File: src/rtl/clk_div_prog.sv
// Programmable integer clock divider with glitch-free ratio shadowing, tick and bypass outputs.
// Optional CLK_DIV_DUTY50_EN adds a negedge stretch flop for exact 50% duty on odd ratios.
module clk_div_prog #(
  parameter int DIV_W = 8
) (
  input  logic             i_ref_clk,
  input  logic             i_rst_n,
  input  logic             i_clk_en,
  input  logic [DIV_W-1:0] i_div_ratio,
  output logic             o_div_clk,
  output logic             o_tick,
  output logic             o_bypass,
  output logic [DIV_W-1:0] o_ratio_act
);

  localparam logic [DIV_W-1:0] ONE = DIV_W'(1);
  localparam logic [DIV_W-1:0] TWO = DIV_W'(2);

  logic [DIV_W-1:0] r_cnt;
  logic [DIV_W-1:0] r_act;
  logic             r_gen;
  logic             r_start;
  logic             r_tick;

  logic             w_div_mode;
  logic             w_wrap;
  logic             w_gen_out;
  logic [DIV_W-1:0] w_half;
  logic [DIV_W-1:0] w_cnt_inc;
  logic [DIV_W-1:0] w_last;

  assign w_div_mode = i_clk_en && (r_act >= TWO);
  assign w_half     = r_act >> 1;
  assign w_cnt_inc  = r_cnt + ONE;
  assign w_last     = r_act - ONE;
  // r_start forces an immediate rising edge on the first cycle of divide mode.
  assign w_wrap     = r_start || (r_cnt == w_last);

  // NOTE: sequential state uses non-blocking assignments so every flop samples pre-edge values.
  always_ff @(posedge i_ref_clk or negedge i_rst_n) begin
    if (!i_rst_n) begin
      r_cnt   <= '0;
      r_act   <= '0;
      r_gen   <= 1'b0;
      r_start <= 1'b1;
      r_tick  <= 1'b0;
    end else if (!w_div_mode) begin
      if (i_clk_en) begin
        r_act <= i_div_ratio;
      end
      r_cnt   <= '0;
      r_gen   <= 1'b0;
      r_start <= 1'b1;
      r_tick  <= 1'b1;
    end else if (w_wrap) begin
      // The new ratio is only sampled here, so a period is never cut short.
      r_cnt   <= '0;
      r_gen   <= 1'b1;
      r_start <= 1'b0;
      r_tick  <= 1'b1;
      r_act   <= i_div_ratio;
    end else begin
      r_cnt   <= w_cnt_inc;
      r_gen   <= (w_cnt_inc < w_half);
      r_tick  <= 1'b0;
    end
  end

`ifdef CLK_DIV_DUTY50_EN
  logic r_gen_n;

  // Half-cycle delayed copy stretches the high phase of odd ratios by half a reference period.
  always_ff @(negedge i_ref_clk or negedge i_rst_n) begin
    if (!i_rst_n) begin
      r_gen_n <= 1'b0;
    end else begin
      r_gen_n <= r_gen;
    end
  end

  assign w_gen_out = r_act[0] ? (r_gen | r_gen_n) : r_gen;
`else
  assign w_gen_out = r_gen;
`endif

  assign o_bypass    = !w_div_mode;
  assign o_div_clk   = w_div_mode ? w_gen_out : i_ref_clk;
  assign o_tick      = r_tick;
  assign o_ratio_act = r_act;

endmodule
File: config.mk
export PLATFORM = sky130hd
export DESIGN_NAME = clk_div_prog
export DESIGN_NICKNAME = d
export VERILOG_FILES = /design/src/rtl/clk_div_prog.sv
export SDC_FILE = /design/constraint.sdc
export NUM_CORES = 1
export LEC_CHECK = 0
export CAP_MARGIN = 20
export CORE_UTILIZATION = 40
export DETAILED_ROUTE_END_ITERATION = 7
export GPL_TIMING_DRIVEN = 0
export HOLD_SLACK_MARGIN = 0.06
export PLACE_DENSITY = 0.68
export SLEW_MARGIN = 0
export SYNTH_ARGS = -nofsm -noshare
export SYNTH_HDL_FRONTEND = slang
export SYNTH_SLANG_ARGS = --single-unit
File: constraint.sdc
create_clock -name i_ref_clk -period 2 [get_ports i_ref_clk]
set_input_delay 0.2 -clock i_ref_clk [delete_from_list [all_inputs] [get_ports i_ref_clk]]
set_output_delay 0.2 -clock i_ref_clk [all_outputs]
set_load 0.02 [all_outputs]
==> flow_metrics.py, run 1 <==
metrics = {
    "worst_setup_path": {
        "critical_path_class": "register to register",
        "critical_path.startpoint_type": "register",
        "reg2reg_slack_ps": -140,
        "crit_path_max_fanout": 5,
        "arrival_ps": 2450,
        "crit_required_ps": 2320,
        "endpoint_kind": "register",
    },
    "placed_design": {
        "dp_slack_ps": -361,
        "gp_congestion": 0.867,
        "port_buffers": 21,
        "dp.final_hpwl_um": 2320,
    },
    "finish": {
        "multi_input_area_um2": 990,
        "regArea_um2": 484,
        "fin_nets": 218,
        "num-fill-cells": 240,
        "utilization_pct": 66.8,
        "drive_gt1_share_pct": 44.2,
        "area_delta_synth_final_pct": 54.5,
        "antenna_cells": 0,
    },
    "global_route": {
        "grt_pass1_wl_um": 6280,
        "grt_pass1_vias": 1316,
        "gr-total-overflow": 0,
        "grt_max_degree": 20,
        "antenna_found_initial": 0,
        "grt_util_all_layers_pct": 24.2,
    },
    "pwr": {
        "power_density_mw_per_mm2": 1490,
        "peakVddDrop_mv": 1.07,
        "finalPower_mw": 3.11,
        "p_leak_nw": 0.905,
    },
    "clock_network": {
        "cts_tree": "yes",
        "worstSkewPairLatency_ps": 430,
        "cts.reportedPaths.clkPinSlew_ps": 110,
        "cts_hold_buffers": 0,
    },
    "yosys": {
        "synth_edf_count": 0,
        "synth.area.top_cells": "dfrtp_1 33%, ha_1 8.3%, xnor2_1 6.5%",
        "synth_cell_type_count": 35,
        "netlist_area_mm2": 0.00135,
        "synth.largest_area_cell": "dfrtp_1",
        "synthCells": 142,
        "yosys_warnings": 0,
        "synthTopCellsByCount": "18 x dfrtp_1, 12 x nor2_1, 10 x xnor2_1",
        "ys_ff_latch": 19,
        "synth_top_cell_area_share_pct": 33.3,
        "synthArstFlopShare_pct": 100,
        "ys_seq_area_share_pct": 35.2,
        "syn_nets": 162,
        "syn-mean-instance-area_um2": 9.52,
        "ys.flop_type": "dfrtp_1",
        "synth.most_common_cell": "dfrtp_1",
    },
    "sta": {
        "tightest_slew_ps": 934,
        "hold-worst-slack_ps": 284,
        "finalCritPeriodShare_pct": 107,
        "clock_skew_ps": 9.68,
        "slew_headroom_pct": 37.5,
        "finalMaxSlewViolations": 0,
        "rsz0062_at_grt": "true",
        "fmax_mhz": 468,
        "fin_ws_ps": -137,
        "period_minus_slack_ps": 2140,
        "fin_setup_tns_ps": -1090,
        "hold_viol": 0,
        "setup_viol": 18,
    },
    "routing": {
        "drt_iter0_drc": 51,
        "firstDrtPassIters": 4,
        "post-route-drc-count": 0,
        "wl_per_cell_um": 16.7,
        "via_count": 1364,
        "routed_wl_um": 4020,
        "via_per_inst": 5.66,
        "antenna_left": 0,
    },
    "floorplanning": {
        "chipHeight_um": 60.2,
        "initial_core_util_pct": 43.2,
        "std_cell_rows": 20,
        "io-pin-count": 22,
        "core-area_mm2": 0.00313,
        "die_w_um": 60.2,
        "die_area_mm2": 0.00362,
    },
    "run": {
        "maxCapViolCount": 0,
    },
    "hold_path": {
        "hold_path.class": "input pin to asynchronous set/reset pin",
    },
    "run_status": {
        "status": "finished, violations left",
        "failed_checks": "negative setup slack",
    },
}
[worst max-delay path, stage by stage, from the launching register on]
cell,delay [ps]
dfrtp_2,470
inv_2,110
ha_4,210
xor2_1,170
nand3_2,130
nor4_4,450
a211oi_1,160
or3_1,330
[power by group]
group          leakage, nW  total [mW]  internal [mW]  switching (mW)
registers            0.238       0.645          0.493           0.152
logic                0.623        2.08           1.04            1.04
clock network       0.0432       0.388          0.203           0.185
[flip-flops by register name, indices dropped and copies added, names as in the netlist]
signal,count
o_ratio_act,8
r_start,1
r_gen,1
o_tick,1
r_cnt,8
[cell usage in the layout, fill, tap and decap left out, drive strengths merged, types with 2 or more instances in the layout]
cell type      synthesis  layout
a211o                  1       2
a211oi                 9       9
a21o                   2       2
a21oi                  3       3
a32oi                  7       7
and4                   2       2
buf                    5      34
clkbuf                 2       8
clkdlybuf4s50          0      19
dfrtp                 18      18
ha                     9       9
inv                    9       9
nand2                  8       8
nand3                  7       7
nor2                  13      13
nor2b                  5       5
nor3                   9       9
nor4                   2       2
xnor2                 10      10
xor2                   8       8
[layout make-up]
cell class / instances / area share (%)
Inverter: 9 / 1.74
Buffer: 4 / 1.50
Tap cell: 44 / 2.63
Sequential cell: 19 / 23.2
Timing Repair Buffer: 49 / 20.7
Clock buffer: 8 / 2.87
Multi-Input combinational cell: 108 / 47.4
[layer usage]
metal	global-route usage [%]	wire length (um)	up-vias
li1	-	-	632
met1	31.3	1780	681
met2	38.5	1970	40
met3	3.46	158	11
met4	13.0	117	0
met5	0	0	-
[metrics by stage]
step                cells  instance area, um^2
finish                241                 2090
global route          241                 2090
CTS                   231                 1930
detailed placement    207                 1650
global placement      207                 1650
floorplan             142                 1380
[repair_timing]
action,in CTS,in global routing
resized for setup,34,18
cloned,1,1
pin swaps,22,7
buffers inserted,19,10
setup endpoints to repair,20,20
[final timing paths]
check	start	endpoint	cells past startpoint
max	o_ratio_act[1]	o_ratio_act[0]	7
min	i_rst_n	o_ratio_act[0]	1
max reg2reg	o_ratio_act[1]	o_ratio_act[0]	7
min reg2reg	r_cnt[0]	r_cnt[0]	2
max in group asynchronous	i_rst_n	r_cnt[0]	1
min in group i_ref_clk	i_div_ratio[1]	o_ratio_act[1]	3
[cells by family after synthesis]
kind of cell / Yosys count / share of synthesized area (%)
flip-flops: 19 / 35.2
buffers and inverters: 16 / 6.20
adder cells (fa/ha/maj): 9 / 8.33
multiplexers: 1 / 0.833
AO/OA/AOI/OAI: 28 / 16.2
XOR/XNOR: 18 / 11.7
AND/OR/NAND/NOR: 51 / 21.6
No activity file was read; power rests on OpenSTA's default activity.
==> run 2, diff against run 1 <==
--- a/config.mk
+++ b/config.mk
@@ -7,4 +7,5 @@
 export LEC_CHECK = 0
+export ABC_AREA = 1
 export CAP_MARGIN = 20
-export CORE_UTILIZATION = 40
+export CORE_UTILIZATION = 48
 export DETAILED_ROUTE_END_ITERATION = 7
@@ -12,3 +13,3 @@
 export HOLD_SLACK_MARGIN = 0.06
-export PLACE_DENSITY = 0.68
+export PLACE_DENSITY = 0.79
 export SLEW_MARGIN = 0
--- a/constraint.sdc
+++ b/constraint.sdc
@@ -3,2 +3,2 @@
 set_output_delay 0.2 -clock i_ref_clk [all_outputs]
-set_load 0.02 [all_outputs]
+set_load 0.005 [all_outputs]
==> run 2 against run 1 <==
The run still ends with negative setup slack left; register-to-register slack improved by 40 ps; via count up 11%; critical endpoint is now o_ratio_act[4]; cell area decreased by 2.0%; maximum frequency up 2.0%; sequential share of layout area up 0.42 points; utilization up 8.1 points; die area shrank 15%; synthesized area grew 1.8%; non-clock buffer count shrank 7; global-route usage is 2.9 points higher; largest cell class unchanged; cell count up 12%; total power shrank 58%.
==> flow_metrics.py, run 2 <==
metrics = {
    "yosys": {
        "synth_top_cell_area_share_pct": 32.7,
        "synth.area.top_cells": "dfrtp_1 33%, nand2_1 15%, ha_1 8.2%",
        "ys_seq_area_share_pct": 34.6,
        "syn-mean-instance-area_um2": 7.36,
        "synthCells": 187,
        "netlist_area_mm2": 0.00138,
        "yosys_warnings": 0,
        "synth.most_common_cell": "nand2_1",
        "synth_cell_type_count": 25,
        "synthTopCellsByCount": "56 x nand2_1, 26 x inv_1, 19 x nand3_1, 18 x dfrtp_1, 16 x nor2_1",
        "ys.flop_type": "dfrtp_1",
        "ys_ff_latch": 19,
        "syn_nets": 207,
        "synth.largest_area_cell": "dfrtp_1",
        "synthArstFlopShare_pct": 100,
        "synth_edf_count": 0,
    },
    "sta": {
        "finalCritPeriodShare_pct": 105,
        "clock_skew_ps": 10.4,
        "rsz0062_at_grt": "true",
        "hold_viol": 0,
        "setup_viol": 14,
        "tightest_slew_ps": 867,
        "fmax_mhz": 477,
        "period_minus_slack_ps": 2100,
        "finalMaxSlewViolations": 0,
        "slew_headroom_pct": 42.0,
        "fin_setup_tns_ps": -977,
        "fin_ws_ps": -96.0,
    },
    "pwr": {
        "peakVddDrop_mv": 0.708,
        "finalPower_mw": 1.30,
        "power_density_mw_per_mm2": 633,
        "p_leak_nw": 1.04,
    },
    "worst_setup_path": {
        "path_delay_family": "simple AND/OR/NAND/NOR gates",
        "crit_required_ps": 2370,
        "r2r-end": "o_ratio_act[4]",
        "rr_worst_depth": 16,
        "crit_path_cell_trace": "buf_6 -> inv_4 -> ha_4 -> nand2_1 -> inv_1 -> nor2_1 -> nand2_1 -> nor2_2 -> nand3_2 -> nor2_4 -> nand2_2 -> nand3_4 -> buf_12 -> buf_4 -> nand3_1 -> nand2_1",
        "reg2reg_slack_ps": -100,
        "critPathBufInv": 5,
        "arrival_ps": 2460,
        "r2r_start": "o_ratio_act[1]",
        "crit_path_max_fanout": 5,
        "critical_path.startpoint_type": "register",
        "cp_common_cell": "nand2_1",
        "critPathLaunch": "o_ratio_act[1]",
        "cpMaxStageDelayCell": "dfrtp_2",
        "critical_path_class": "register to register",
        "cp_slowest_stage_delay_ps": 460,
        "endpoint_kind": "register",
    },
    "routing": {
        "routed_wl_um": 4480,
        "drt_iter0_drc": 56,
        "via_per_inst": 5.64,
        "antenna_left": 0,
        "post-route-drc-count": 0,
        "wl_per_cell_um": 16.7,
        "firstDrtPassIters": 4,
        "via_count": 1516,
    },
    "finish": {
        "mostFrequentLayoutCell": "nand2_1",
        "area_delta_synth_final_pct": 48.7,
        "fin_nets": 259,
        "layout_common_cells": "49 x nand2_1, 23 x inv_1, 20 x buf_4, 18 x clkdlybuf4s50_1, 15 x nand3_1",
        "drive_gt1_share_pct": 34.9,
        "antenna_cells": 0,
    },
    "run_status": {
        "status": "finished, violations left",
        "failed_checks": "negative setup slack",
    },
    "global_route": {
        "gr-total-overflow": 0,
        "grt_pass1_vias": 1434,
        "grt_pass1_wl_um": 6370,
        "grt_util_all_layers_pct": 27.1,
        "antenna_found_initial": 0,
        "grt_max_degree": 20,
    },
    "clock_network": {
        "cts.reportedPaths.clkPinSlew_ps": 120,
        "cts_tree": "yes",
        "worstSkewPairLatency_ps": 440,
    },
    "placed_design": {
        "port_buffers": 20,
        "gp_congestion": 0.941,
        "dp.final_hpwl_um": 2150,
    },
    "floorplanning": {
        "die_w_um": 55.5,
        "std_cell_rows": 19,
        "core-area_mm2": 0.00273,
        "initial_core_util_pct": 50.3,
        "die_area_mm2": 0.00309,
        "chipHeight_um": 55.5,
        "io-pin-count": 22,
    },
    "hold_path": {
        "hold_path.class": "input pin to asynchronous set/reset pin",
    },
    "run": {
        "maxCapViolCount": 0,
    },
}
-- run 2: area by class of cell --
cell class	count	area (um^2)
multi-input combinational	137	911
fill	156	687
sequential	19	483
timing repair buffer	43	413
inverter	28	113
clock buffer	7	50.0
tap	31	38.8
buffer	3	33.8
clock inverter	1	5.00
-- run 2: how the worst max path moves through the flow --
stage | end | cells after the start
finish | o_ratio_act[4] | 16
global route | o_ratio_act[4] | 16
CTS | o_div_clk | 8
detailed placement | o_div_clk | 9
global placement | o_div_clk | 9
floorplan | o_ratio_act[5] | 14
-- run 2: metrics by stage --
| stage | instances | setup WS, ps | hold slack (ps) | util (%) | cell area [um^2] |
|---|---|---|---|---|---|
| 6_report | 269 | -96.0 | 240 | 74.9 | 2050 |
| 2_1_floorplan | 187 | 233 | -95.6 | - | 1380 |
| 3_5_place_dp | 238 | -139 | 481 | 59.1 | 1620 |
| 3_3_place_gp | 238 | -128 | 480 | 59.1 | 1620 |
| 5_1_grt | 269 | -185 | 325 | 74.9 | 2050 |
| 4_1_cts | 259 | 1.91 | 277 | 67.5 | 1850 |
-- run 2: power breakdown --
| group | switching (mW) | total, mW | internal [mW] |
|---|---|---|---|
| logic | 0.263 | 0.510 | 0.247 |
| registers | 0.0433 | 0.458 | 0.415 |
| clock network | 0.174 | 0.329 | 0.155 |
-- run 2: cells by family after synthesis --
group	share of synthesized area [%]
AOI/OAI and AO/OA	2.18
xor gates and xnor gates	5.09
adders and majority gates	8.18
buffers and inverters	9.91
DFF	34.6
and+or+nand+nor	40.0
-- run 2: repair_timing --
action | in CTS | in global routing
gates resized for setup | 17 | 35
hold buffers | 1 | 0
cloned | 1 | 0
setup buffers | 12 | 10
pin swaps | 4 | 15
setup endpoints to repair | 10 | 20
endpoints found under the hold margin | 5 | 0
-- run 2: metal layers --
layer / vias to the layer above / part of all wire (%) / global-route usage (%)
met5: - / 0 / 0
met1: 731 / 37 / 33.6
met4: 0 / 4.1 / 11.8
met2: 85 / 52 / 46.1
met3: 16 / 6.2 / 4.68
li1: 684 / - / -
==> run 3, diff against run 2 <==
Settings changed: CORE_UTILIZATION 48 to 53, PLACE_DENSITY 0.79 to 0.82.
Clock period 2 ns to 2.1 ns, I/O delays scaled along.
==> run 3 against run 2 <==
The run now ends clean; sequential power is 5.2% lower; die area is 9.1% lower; global-route usage down 0.45 points; worst hold slack lost 160 ps; utilization grew 1.6 points; clock power decreased by 16%; non-clock buffer count shrank 8; cell count decreased by 3.3%; clock skew shrank 5.9 ps; flip-flop and latch count unchanged; total power shrank 13%; critical path type unchanged; critical endpoint is now r_gen.
==> flow_metrics.py, run 3 (synthesis results as in run 2) <==
metrics = {
    "worst_setup_path": {
        "crit_path_max_fanout": 5,
        "reg2reg_slack_ps": 8,
        "crit_path_end": "r_gen",
        "crit_required_ps": 2440,
        "critPathLaunch": "r_cnt[2]",
        "rr_worst_depth": 12,
        "critical_path_class": "register to register",
        "arrival_ps": 2430,
        "critical_path.startpoint_type": "register",
        "r2r_start": "r_cnt[2]",
        "endpoint_kind": "register",
        "r2r-end": "r_gen",
    },
    "floorplanning": {
        "core-area_mm2": 0.00245,
        "std_cell_rows": 18,
        "chipHeight_um": 53.0,
        "initial_core_util_pct": 56.1,
        "die_area_mm2": 0.00280,
        "io-pin-count": 22,
        "die_w_um": 53.0,
    },
    "clock_network": {
        "cts.reportedPaths.clkPinSlew_ps": 110,
        "cts_tree": "yes",
        "worstSkewPairLatency_ps": 400,
    },
    "sta": {
        "slew_headroom_pct": 46.2,
        "finalMaxSlewViolations": 0,
        "finalCritPeriodShare_pct": 99.6,
        "period_minus_slack_ps": 2090,
        "fmax_mhz": 478,
        "tightest_slew_ps": 805,
        "fin_setup_tns_ps": 0,
        "hold_viol": 0,
        "setup_viol": 0,
        "fin_ws_ps": 8.33,
        "clock_skew_ps": 4.49,
    },
    "routing": {
        "via_count": 1377,
        "drt_iter0_drc": 21,
        "firstDrtPassIters": 4,
        "wl_met1_um": 1550,
        "wl_met2_um": 1990,
        "post-route-drc-count": 0,
        "wl_met3_um": 127,
        "routed_wl_um": 3730,
        "antenna_left": 0,
        "via_per_inst": 5.30,
        "wl_per_cell_um": 14.3,
        "topRoutingLayerUsed": "met4",
    },
    "finish": {
        "area_delta_synth_final_pct": 36.4,
        "layout_common_cells": "53 x nand2_1, 24 x inv_1, 19 x nand3_1, 18 x clkdlybuf4s50_1, 14 x nor2_1",
        "stdcell_count": 260,
        "drive_gt1_share_pct": 26.5,
        "antenna_cells": 0,
        "fin_nets": 251,
        "mostFrequentLayoutCell": "nand2_1",
    },
    "pwr": {
        "peakVddDrop_mv": 0.644,
        "power_density_mw_per_mm2": 600,
        "p_leak_nw": 0.980,
    },
    "global_route": {
        "grt_max_degree": 20,
        "grt_pass1_wl_um": 5220,
        "grt_pass1_vias": 1239,
        "antenna_found_initial": 0,
        "grt_util_all_layers_pct": 26.6,
        "gr-total-overflow": 0,
    },
    "placed_design": {
        "dp.final_hpwl_um": 2420,
        "dp.cells": 237,
        "dp_slack_ps": -53.3,
        "port_buffers": 20,
        "gp_congestion": 0.951,
    },
    "run": {
        "maxCapViolCount": 0,
    },
    "run_status": {
        "status": "finished clean",
    },
    "hold_path": {
        "hold_path.class": "input pin to register",
    },
}
## run 3: through the flow
stage / util (%) / hold slack [ps] / power [mW] / area (um^2)
6_report: 76.5 / 80.0 / 1.13 / 1880
3_3_place_gp: 65.7 / 486 / 0.769 / 1610
4_1_cts: 70.2 / 71.4 / 1.06 / 1720
3_5_place_dp: 65.7 / 492 / 0.782 / 1610
2_1_floorplan: - / -85.6 / 0.643 / 1380
5_1_grt: 76.5 / 77.3 / 1.20 / 1880
## run 3: critical path: stages (launching register included)
cell      delay [ps]
dfrtp_2          430
nand3_1          160
inv_1            160
nand3_1          170
xor2_2           210
inv_1             60
ha_1             290
a21oi_1          170
nand3b_1         120
nand3_1           80
nand2_1           90
nand2_1           50
inv_1             50
## run 3: power by group
group	switching, mW	internal (mW)
combinational	0.216	0.200
sequential	0.0392	0.395
clock	0.130	0.146
## run 3: how the worst min path moves through the flow
stage / start / to / cells after the start
floorplan: i_rst_n / o_ratio_act[0] / 0
global placement: i_clk_en / o_ratio_act[6] / 3
detailed placement: i_clk_en / o_ratio_act[6] / 3
CTS: i_clk_en / o_ratio_act[5] / 3
global route: i_clk_en / o_ratio_act[7] / 3
finish: i_clk_en / o_ratio_act[5] / 3
## run 3: metal layers
| layer | vias up | GRT usage (%) |
|---|---|---|
| met5 | - | 0 |
| met4 | 0 | 13.2 |
| met3 | 8 | 4.89 |
| met2 | 47 | 45.1 |
| met1 | 652 | 32.0 |
| li1 | 670 | - |
## run 3: cell type report
class                      instances  area (um^2)
multi-input combinational        137          823
fill                             153          578
sequential                        19          483
timing repair buffer              35          338
inverter                          28          110
clock buffer                       8         53.8
tap                               30         37.5
buffer                             3         31.3
## run 3: repair_timing
item | 4_1_cts | 5_1_grt
pin swaps | 5 | 10
setup buffers | 7 | 10
resized for setup | 12 | 17
hold buffers | 0 | 0
cloned | 0 | 1
endpoints found under the setup margin | 4 | 20
==> variant 1 (settings of run 2) <==
`DIV_W`: 8 -> 9.
--- a/src/rtl/clk_div_prog.sv
+++ b/src/rtl/clk_div_prog.sv
@@ -1,7 +1,7 @@
 // Programmable integer clock divider with glitch-free ratio shadowing, tick and bypass outputs.
 // Optional CLK_DIV_DUTY50_EN adds a negedge stretch flop for exact 50% duty on odd ratios.
 module clk_div_prog #(
-  parameter int DIV_W = 8
+  parameter int DIV_W = 9
 ) (
   input  logic             i_ref_clk,
   input  logic             i_rst_n,
Interface: changed (resized i_div_ratio and o_ratio_act); port bits go from 22 to 24. No check against the original RTL was run, so the function may have changed too.
==> variant 1 against run 2 <==
The run still ends with setup timing left. Sequential cell count grew 2. Clock power increased by 3%. Final area grew 11%. Sequential share of layout area shrank 0.18 points. Clock skew is 5.3 ps lower. Power grew 18%. Synthesized area increased by 8.0%. Fmax fell by 3.2%. Utilization up 4.6 points. Critical path depth is 2 lower. Via count is 9.4% higher. Wire length is 6.1% higher. Setup slack got worse by 70 ps. Largest cell class unchanged. Largest power group unchanged.
==> variant 1: results (changes against run 2) <==
- Final wirelength: 4760 um (was 4480 um)
- Skew-Pair Late Insertion Delay: 410 ps (was 440 ps)
- Routability cong.: 0.842 (was 0.941)
- Reg2reg end: r_cnt[7] (was o_ratio_act[4])
- Compound-Gate Fraction of Synth Area: 3.11% (was 2.18%)
- Status: complete, but fails checks (unchanged)
- Largest net degree at the start of global routing: 22 (was 20)
- Clock skew: 5.08 ps (was 10.4 ps)
- Mux share of post-synthesis cell area: 0.758% (was 0%)
- Vias: 1658 (was 1516)
- Setup-failing EPs final: 22 (was 14)
- Post-Syn Nets: 234 (was 207)
- Synth Area in Adders: 8.42% (was 8.18%)
- NumNets Final: 290 (was 259)
- Met3 usage in global routing: 4.69% (was 4.68%)
- DP Area: 1760 um2 (was 1620 um2)
- Setup WS post-layout: -166 ps (was -96.0 ps)
- CP max stage delay: 480 ps (was 460 ps)
- Number of distinct library cells after synthesis: 22 (was 25)
- Layout cells sized above 1: 35.2% (was 34.9%)
- Routing usage on met1: 32.9% (was 33.6%)
- Area contributors post-synth: dfrtp_1 (34%), nand2_1 (18%), ha_1 (8.4%) (was dfrtp_1 (33%), nand2_1 (15%), ha_1 (8.2%))
- Reg2Reg Depth: 14 (was 16)
- Failing checks: setup timing (unchanged)
- Leakage: 1.14 nW (was 1.04 nW)
- Worst slew pin tran: 952 ps (was 867 ps)
- XOR/XNOR share of the synthesized area: 5.89% (was 5.09%)
- # resized after CTS: 29 (was 17)
- Setup WS pre-CTS: -460 ps (was -139 ps)
- Post-CTS Repair Setup Buffers: 25 (was 12)
- Synthesized area per cell: 7.01 um2 (was 7.36 um2)
- Met2 WL: 2410 um (was 2340 um)
- Wl on met1: 1880 um (was 1680 um)
- Drt pass-1 iters: 5 (was 4)
## variant 1: how the worst max path moves through the flow
stage / startpoint / end / slack (ps) / depth (start not counted)
4_1_cts: o_ratio_act[0] / o_div_clk / -150 / 7
3_5_place_dp: o_ratio_act[0] / o_div_clk / -460 / 7
6_report: o_ratio_act[1] / r_cnt[7] / -170 / 14
3_3_place_gp: o_ratio_act[0] / o_div_clk / -470 / 7
2_1_floorplan: r_cnt[0] / r_gen / 10 / 12
5_1_grt: o_ratio_act[0] / r_cnt[3] / -250 / 14
## variant 1: final cells by class
class,count,area [um2]
sequential,21,531
clock buffer,8,53.8
fill,170,587
inverter,29,111
tap,31,38.8
buffer,1,3.75
timing repair buffer,46,433
multi-input combinational,162,1090
## variant 1: power by group
part           switching [W]  total (W)  internal [W]
combinational       0.000354   0.000659      0.000305
clock               0.000169   0.000338      0.000168
sequential         0.0000690   0.000535      0.000466
==> variant 2 (settings of run 2) <==
Without the edit above. Register the output `o_ratio_act` once more, with the module's reset; this adds one clock of latency there. The other outputs are not delayed to match.
--- a/src/rtl/clk_div_prog.sv
+++ b/src/rtl/clk_div_prog.sv
@@ -86,6 +86,12 @@
   assign o_bypass    = !w_div_mode;
   assign o_div_clk   = w_div_mode ? w_gen_out : i_ref_clk;
   assign o_tick      = r_tick;
-  assign o_ratio_act = r_act;
+  always_ff @(posedge i_ref_clk or negedge i_rst_n) begin
+    if (!i_rst_n) begin
+      o_ratio_act <= '0;
+    end else begin
+      o_ratio_act <= r_act;
+    end
+  end
 
 endmodule
Behaviour: not the same (a bounded check fails within 4 cycles, from zero or initial values and one cycle with i_rst_n low).
==> variant 2 against run 2 <==
The flow still finishes with violations (setup timing). Critical path type unchanged. Final area increased by 9.1%. Power up 15%. Global-route usage is 2.0 points lower. Utilization is 2.3 points lower. Wire length down 9.8%. Sequential cell count rose by 8. Synthesized area up 15%. Via count fell by 1.4%. Die area increased by 14%. Highest routed layer unchanged. Setup slack better by 38 ps.
==> variant 2: results (changes against run 2) <==
- Status: complete, but fails checks (unchanged)
- Failing checks: setup timing (unchanged)
- Routing usage on met1: 30.4% (was 33.6%)
- CTS tree: done (unchanged)
- Inst Count DP: 260 (was 238)
- Met3 usage in global routing: 9.39% (was 4.68%)
- Reg2reg end: r_act[1] (was o_ratio_act[4])
- # resized after CTS: 23 (was 17)
- Total GRT Usage: 25.0% (was 27.1%)
- Routability cong.: 0.866 (was 0.941)
- Leakage: 1.15 nW (was 1.04 nW)
- Largest net degree at the start of global routing: 18 (was 20)
- RR Startpoint: r_act[1] (was o_ratio_act[1])
- Area contributors post-synth: dfrtp_1 (41%), nand2_1 (13%), ha_1 (7.1%) (was dfrtp_1 (33%), nand2_1 (15%), ha_1 (8.2%))
- VDD IR max: 0.000458 V (was 0.000708 V)
- Post-CTS Repair Setup Buffers: 15 (was 12)
- CTS clk-pin slew, worst paths: 140 ps (was 120 ps)
- Setup WS pre-CTS: -44.9 ps (was -139 ps)
- Vias/cell: 5.09 (was 5.64)
- Worst slew pin tran: 618 ps (was 867 ps)
- Clock skew: 6.41 ps (was 10.4 ps)
- Met2 Use GR: 37.7% (was 46.1%)
- Wl on met1: 1710 um (was 1680 um)
- Initial DRC Count: 55 (was 56)
- Layout cells sized above 1: 30.5% (was 34.9%)
- Met2 WL: 2050 um (was 2340 um)
- Setup WS post-layout: -57.7 ps (was -96.0 ps)
- Commonest cells post-synth: nand2_1 (56), dfrtp_1 (26), inv_1 (26) (was nand2_1 (56), inv_1 (26), nand3_1 (19))
- Post-synthesis sequential area ratio: 42.9% (was 34.6%)
- Setup-failing EPs final: 10 (was 14)
- NumNets Final: 270 (was 259)
- DP Area: 1860 um2 (was 1620 um2)
- Post-Syn Nets: 215 (was 207)
- CP arrival: 2410 ps (was 2460 ps)
- DPL Wire Length: 2330 um (was 2150 um)
- Final wirelength: 4040 um (was 4480 um)
- Vias: 1495 (was 1516)
- Crit path max fanout: 8 (was 5)
[variant 2: critical path, stage by stage, from the launching register on]
cell     delay (ps)
dfrtp_2         450
buf_6           140
inv_4            50
ha_4            190
nand2_1          60
inv_1            50
nor2_1           90
nand2_1          90
nor2_2          120
nand3_2         110
nor2_4          140
nand2_2          70
nand3_4         150
nand2_4         110
nand2_1          80
nand2_1          50
[variant 2: metrics by stage]
stage,total power (W),hold slack (ps)
after floorplan,0.000864,-95.6
after global placement,0.000999,356
after detailed placement,0.00101,356
after CTS,0.00142,126
after global routing,0.00158,149
final,0.00149,116
[variant 2: report_power, final]
part / internal [W] / switching [W] / leakage (nW) / total [W]
sequential: 0.000597 / 0.0000389 / 0.334 / 0.000636
clock: 0.000155 / 0.000195 / 0.0398 / 0.000350
combinational: 0.000251 / 0.000256 / 0.772 / 0.000507
[variant 2: cells by family after synthesis]
family	share of synthesized area, %
xor gates and xnor gates	4.44
buffers and inverters	8.65
DFF	42.9
AOI/OAI and AO/OA	1.90
adders and majority gates	7.14
and+or+nand+nor	34.9
[variant 2: final cells by class]
| cell class | count | area, um2 |
|---|---|---|
| clock buffer | 8 | 53.8 |
| fill | 210 | 845 |
| sequential | 27 | 682 |
| buffer | 3 | 31.3 |
| multi-input combinational | 137 | 850 |
| tap | 44 | 55.1 |
| inverter | 28 | 110 |
| antenna | 1 | 2.50 |
| timing repair buffer | 46 | 449 |
[variant 2: worst max-delay path by stage]
stage / end / slack (ps) / cells after the start
after floorplan: r_act[3] / 250 / 14
after global placement: o_div_clk / -50 / 9
after detailed placement: o_div_clk / -40 / 9
after CTS: o_div_clk / 10 / 9
after global routing: r_act[7] / -170 / 15
final: r_act[1] / -60 / 15
